$ cat src/rtl/wave_playback_ctrl.sv
// Playback sequencer for a waveform sample RAM feeding the AD9744 data latch.
// It walks a programmable address window at a divided rate and delays the DAC latch enable to match the RAM read latency.
module wave_playback_ctrl #(
  parameter int ADDR_W  = 12,
  parameter int MEM_LAT = 2
) (
  input  logic              clk,
  input  logic              rst_n,
  input  logic              start,
  input  logic              stop,
  input  logic [ADDR_W-1:0] start_addr,
  input  logic [ADDR_W:0]   length,
  input  logic [15:0]       burst_count,
  input  logic [15:0]       clk_div,
  output logic [ADDR_W-1:0] mem_addr,
  output logic              mem_en,
  output logic              dac_en,
  output logic              busy,
  output logic              done
);

  localparam int DW = (MEM_LAT > 1) ? $clog2(MEM_LAT) : 1;
  localparam logic [ADDR_W:0] ONE_L = 1;

  typedef enum logic [1:0] {IDLE, RUN, DRAIN} state_e;

  state_e              state_q;
  logic [ADDR_W-1:0]   base_q;
  logic [ADDR_W:0]     len_q;
  logic [15:0]         burst_q;
  logic [15:0]         div_q;
  logic [ADDR_W:0]     idx_q;
  logic [15:0]         pass_q;
  logic [15:0]         divcnt_q;
  logic                final_q;
  logic [DW-1:0]       drain_q;
  logic [ADDR_W-1:0]   mem_addr_q;
  logic                mem_en_q;
  logic [MEM_LAT-1:0]  dac_sr_q;
  logic                busy_q;
  logic                done_q;

  logic [ADDR_W:0]     idx_d;
  logic [15:0]         pass_d;
  logic                final_d;
  logic [ADDR_W-1:0]   addr_d;

  // Next-sample position; final_d marks the sample that ends the whole playback.
  always_comb begin
    idx_d   = idx_q + ONE_L;
    pass_d  = pass_q;
    if (idx_q == len_q - ONE_L) begin
      idx_d  = '0;
      pass_d = pass_q + 16'd1;
    end
    final_d = (idx_d == len_q - ONE_L) && (burst_q != 16'd0) &&
              (pass_d == burst_q - 16'd1);
    addr_d  = base_q + idx_d[ADDR_W-1:0];
  end

  // NOTE: all state is updated with non-blocking assignments so every register samples pre-edge values.
  always_ff @(posedge clk) begin
    if (!rst_n) begin
      state_q    <= IDLE;
      base_q     <= '0;
      len_q      <= '0;
      burst_q    <= '0;
      div_q      <= '0;
      idx_q      <= '0;
      pass_q     <= '0;
      divcnt_q   <= '0;
      final_q    <= 1'b0;
      drain_q    <= '0;
      mem_addr_q <= '0;
      mem_en_q   <= 1'b0;
      dac_sr_q   <= '0;
      busy_q     <= 1'b0;
      done_q     <= 1'b0;
    end else begin
      mem_en_q    <= 1'b0;
      done_q      <= 1'b0;
      dac_sr_q[0] <= mem_en_q;
      for (int i = 1; i < MEM_LAT; i++) dac_sr_q[i] <= dac_sr_q[i-1];

      case (state_q)
        IDLE: begin
          if (start && (length != '0) && !stop) begin
            state_q    <= RUN;
            busy_q     <= 1'b1;
            base_q     <= start_addr;
            len_q      <= length;
            burst_q    <= burst_count;
            div_q      <= clk_div;
            idx_q      <= '0;
            pass_q     <= '0;
            divcnt_q   <= clk_div;
            final_q    <= (length == ONE_L) && (burst_count == 16'd1);
            mem_addr_q <= start_addr;
            mem_en_q   <= 1'b1;
          end
        end
        RUN: begin
          // Stop wins over a sample that happens to be due on the same edge.
          if (stop || final_q) begin
            state_q <= DRAIN;
            drain_q <= DW'(MEM_LAT - 1);
          end else if (divcnt_q == 16'd0) begin
            idx_q      <= idx_d;
            pass_q     <= pass_d;
            final_q    <= final_d;
            divcnt_q   <= div_q;
            mem_addr_q <= addr_d;
            mem_en_q   <= 1'b1;
          end else begin
            divcnt_q <= divcnt_q - 16'd1;
          end
        end
        DRAIN: begin
          if (drain_q == '0) begin
            state_q <= IDLE;
            busy_q  <= 1'b0;
            done_q  <= 1'b1;
          end else begin
            drain_q <= drain_q - DW'(1);
          end
        end
        default: state_q <= IDLE;
      endcase
    end
  end

  assign mem_addr = mem_addr_q;
  assign mem_en   = mem_en_q;
  assign dac_en   = dac_sr_q[MEM_LAT-1];
  assign busy     = busy_q;
  assign done     = done_q;

endmodule

$ cat config.mk
export PLATFORM = sky130hd
export DESIGN_NAME = wave_playback_ctrl
export DESIGN_NICKNAME = d
export VERILOG_FILES = /design/src/rtl/wave_playback_ctrl.sv
export SDC_FILE = /design/constraint.sdc
export NUM_CORES = 1
export LEC_CHECK = 0
export ABC_AREA = 1
export BUFFER_PORTS_ARGS = -buffer_cell sky130_fd_sc_hd__buf_4
export CAP_MARGIN = 0
export CORE_MARGIN = 2
export CORE_UTILIZATION = 45
export CTS_BUF_LIST = sky130_fd_sc_hd__clkbuf_8
export DETAILED_ROUTE_END_ITERATION = 12
export GPL_TIMING_DRIVEN = 0
export PLACE_DENSITY = 0.63
export SKIP_CTS_REPAIR_TIMING = 1
export SLEW_MARGIN = 30
export SYNTH_ARGS = -nofsm -noshare
export SYNTH_HDL_FRONTEND = slang
export SYNTH_SLANG_ARGS = --single-unit
$ cat constraint.sdc
create_clock -name clk -period 3.3 [get_ports clk]
set_clock_uncertainty 0.2 [all_clocks]
set_input_delay 0.33 -clock clk [delete_from_list [all_inputs] [get_ports clk]]
set_output_delay 0.33 -clock clk [all_outputs]
set_load 0.005 [all_outputs]
==> impl_metrics.toml <==
[outcome]
status = "finished with violations"
violations = "negative hold slack, negative setup slack"

[layout]
syn_to_final_growth_pct = 31.3
final_cell_count_no_fill = 1630
fin_area_sq_mm = 0.0103
fin_util_pct = 60.0
drive_above_1_share_pct = 19.6
layout.nets = 1469
fillers = 1687
insertedDiodeCount = 0

[logic_synthesis]
avgSynthCellArea_sq_um = 6.36
ys.flop_type = "dfxtp_1"
synth_area_sq_mm = 0.00782
syn_inst = 1229
synth_top_family_by_area = "simple AND/OR/NAND/NOR gates"
syn-num-nets = 1305
synth-xor-area-share_pct = 6.22
synth_enable_flop_cells = 0
synth_compound_area_share_pct = 16.4
synthMuxAreaShare_pct = 0
synthArstFlopShare_pct = 0
synth_fa_ha_area_share_pct = 2.50
yosysUniqueCellTypes = 42
synth_warnings = 0
synthSimpleGateAreaFrac_pct = 33.8
synth-seq-area-share_pct = 31.5
synth.ff_latch_count = 123

[critical_path]
r2r.worst_path.cells = 24
start_kind = "register"
rrSetupSlack_ps = -120
crit_type = "reg -> reg"
required_ps = 3410
cp-end-kind = "register"
critPathArrivalTime_ps = 3530
cp_max_fo = 6

[power]
power.share.switching_pct = 31.6
pwr-share-seq_pct = 39.0
combPwrFrac_pct = 23.6
netSwitchingPower_mw = 1.32
p_leak_nw = 4.38
intPower_mw = 2.85
p_total_mw = 4.17
clkPwrFrac_pct = 37.3
ir_worst_vdd_mv = 0.277
powerDensity_mw_per_mm2 = 406

[timing]
tightestPinTransition_ps = 931
rsz0062_at_grt = "true"
fin_crit_sh_pct = 104
setup_violations = 6
fmax_mhz = 292
holdWs_ps = -17.5
finalMaxSlewViolations = 0
period_minus_slack_ps = 3420
setup_ws_ps = -119
slew_headroom_pct = 37.4
hold_violations = 2

[flow_run]
max_cap_viol_count = 0

[clock_tree]
clk_latency_ps = 450
cts_buffers = 17
clk_pin_slew_ps = 80
h-tree-depth = 4
cts_root_buffer = "clkbuf_8"
cts_buffer_depth = 2
clkSinkCount = 123
cts_tree = "done"

[floorplan]
io_pins = 77
die_w_microns = 136
core_sq_mm = 0.0171
rows = 48
dieArea_sq_mm = 0.0185
die_h_microns = 136
start_util_pct = 45.7

[placed_design]
place_inst = 1530
place_hpwl_microns = 19200
portBuffers = 76
gp_congestion = 1.05
place_area_sq_mm = 0.00869

[global_routing]
grt_pass1_wl_microns = 39400
grt_pass1_vias = 7631
grt_max_degree = 17
track_usage_pct = 27.5
gr-total-overflow = 0
grt_antenna_before_repair = 0

[routing]
antenna_left = 0
drt_first_pass_iters = 7
vias_per_cell = 5.30
wirelength_microns = 26200
drc = 0
num_vias = 8638
wl_per_cell_microns = 16.1
initialDrtViolationCount = 631

[hold_path]
hold_depth = 3
min_path_type = "in -> reg"
-- cell usage after synthesis, types with 12 or more instances --
| cell type | instances | share of area, % |
|---|---|---|
| ha_1 | 14 | 2.2 |
| nor2_1 | 96 | 4.6 |
| nand2_1 | 322 | 15 |
| nand2_2 | 15 | 1.2 |
| nand4_1 | 12 | 0.96 |
| nand3_1 | 97 | 6.2 |
| a21oi_1 | 132 | 8.4 |
| nor3_1 | 25 | 1.6 |
| inv_1 | 142 | 6.8 |
| dfxtp_1 | 123 | 31 |
| xor2_1 | 43 | 4.8 |
| clkbuf_1 | 43 | 2.1 |
| o21ai_0 | 73 | 4.7 |
-- worst max-delay path: stages, from the launching register on --
cell and delay, ps:
dfxtp_2 350, inv_2 90, ha_4 190, nand2_8 90, nand2_2 90, nand2_1 90
nand2_1 110, nand3_2 80, nor2_2 90, nand2_2 70, nor2_4 120, nand2_4 70
buf_6 120, buf_12 120, buf_12 130, nand2_2 80, inv_2 60, ha_4 280
inv_1 60, o21ai_0 270, a21oi_1 130, nand3_1 100, nand3_1 90, nand2_1 120
a21oi_1 60
-- per-stage QoR --
step	TNS, ps	setup slack [ps]
final	-351	-119
after global routing	-2210	-339
after CTS	-4100	-680
after detailed placement	-5010	-641
after global placement	-5620	-613
after floorplan	0	31.5
-- cells in the final DEF (no fill, tap or decap), types with 8 or more instances in the layout --
cell type and n:
nand2_1 294, inv_1 131, a21oi_1 128, dfxtp_1 116, buf_4 107, nor2_1 86
nand3_1 84, o21ai_0 67, xor2_1 42, clkbuf_1 40, dlygate4sd3_1 37, nand2_2 33
nor3_1 22, clkbuf_8 18, nand3_2 14, nor2_2 12, nand4_1 12, inv_2 10
xnor2_1 10, nor4_1 9, nor2_4 9, nand2_4 9, a31oi_1 9, ha_4 9
nand3b_1 8
-- logic make-up (layout without fill, tap and decap cells) --
group           Yosys count  count (layout)
compound gates          240             240
flops                   123             123
fa+ha+maj                15              15
buf+inv                 194             370
simple gates            603             603
xor+xnor                 54              54
-- flip-flops by register name, summed over array words and instances, names as in the netlist --
name / count
done: 1
idx_q: 13
divcnt_q: 16
div_q: 16
base_q: 12
pass_q: 16
mem_addr: 12
busy: 1
dac_sr_q: 2
mem_en: 1
len_q: 13
state_q: 2
drain_q: 1
final_q: 1
burst_q: 16
-- per-layer routing --
layer	part of all wire (%)	GRT usage [%]	routed length, microns
met5	0	0	0
met4	2.1	7.81	557
met3	6.2	5.03	1610
met2	47	45.1	12400
met1	44	37.1	11600
-- power by group through the flow --
stage               Sequential [mW]  Combinational (mW)  Clock (mW)
floorplan                      1.64               0.591           0
global placement               1.65               0.852           0
detailed placement             1.65               0.856           0
CTS                            1.62               0.862        1.56
global route                   1.64                1.09        1.64
finish                         1.63               0.985        1.56
-- cell type report --
type                       count  area [sq um]  share of cell area, %
inverter                     147           574                   5.59
timing repair buffer         145          1180                   11.5
sequential                   123          2480                   24.1
tap                          225           282                   2.74
clock inverter                13           200                   1.95
buffer                        47           240                   2.34
multi-input combinational    912          5060                   49.3
clock buffer                  18           248                   2.41
-- final timing paths --
path / start / to
worst max-delay path: len_q[1] / mem_addr[10]
worst min-delay path: burst_count[5] / burst_q[5]
worst max register to register: len_q[1] / mem_addr[10]
worst min register to register: dac_sr_q[0] / dac_sr_q[1]
(Power assumes the default switching activity.)
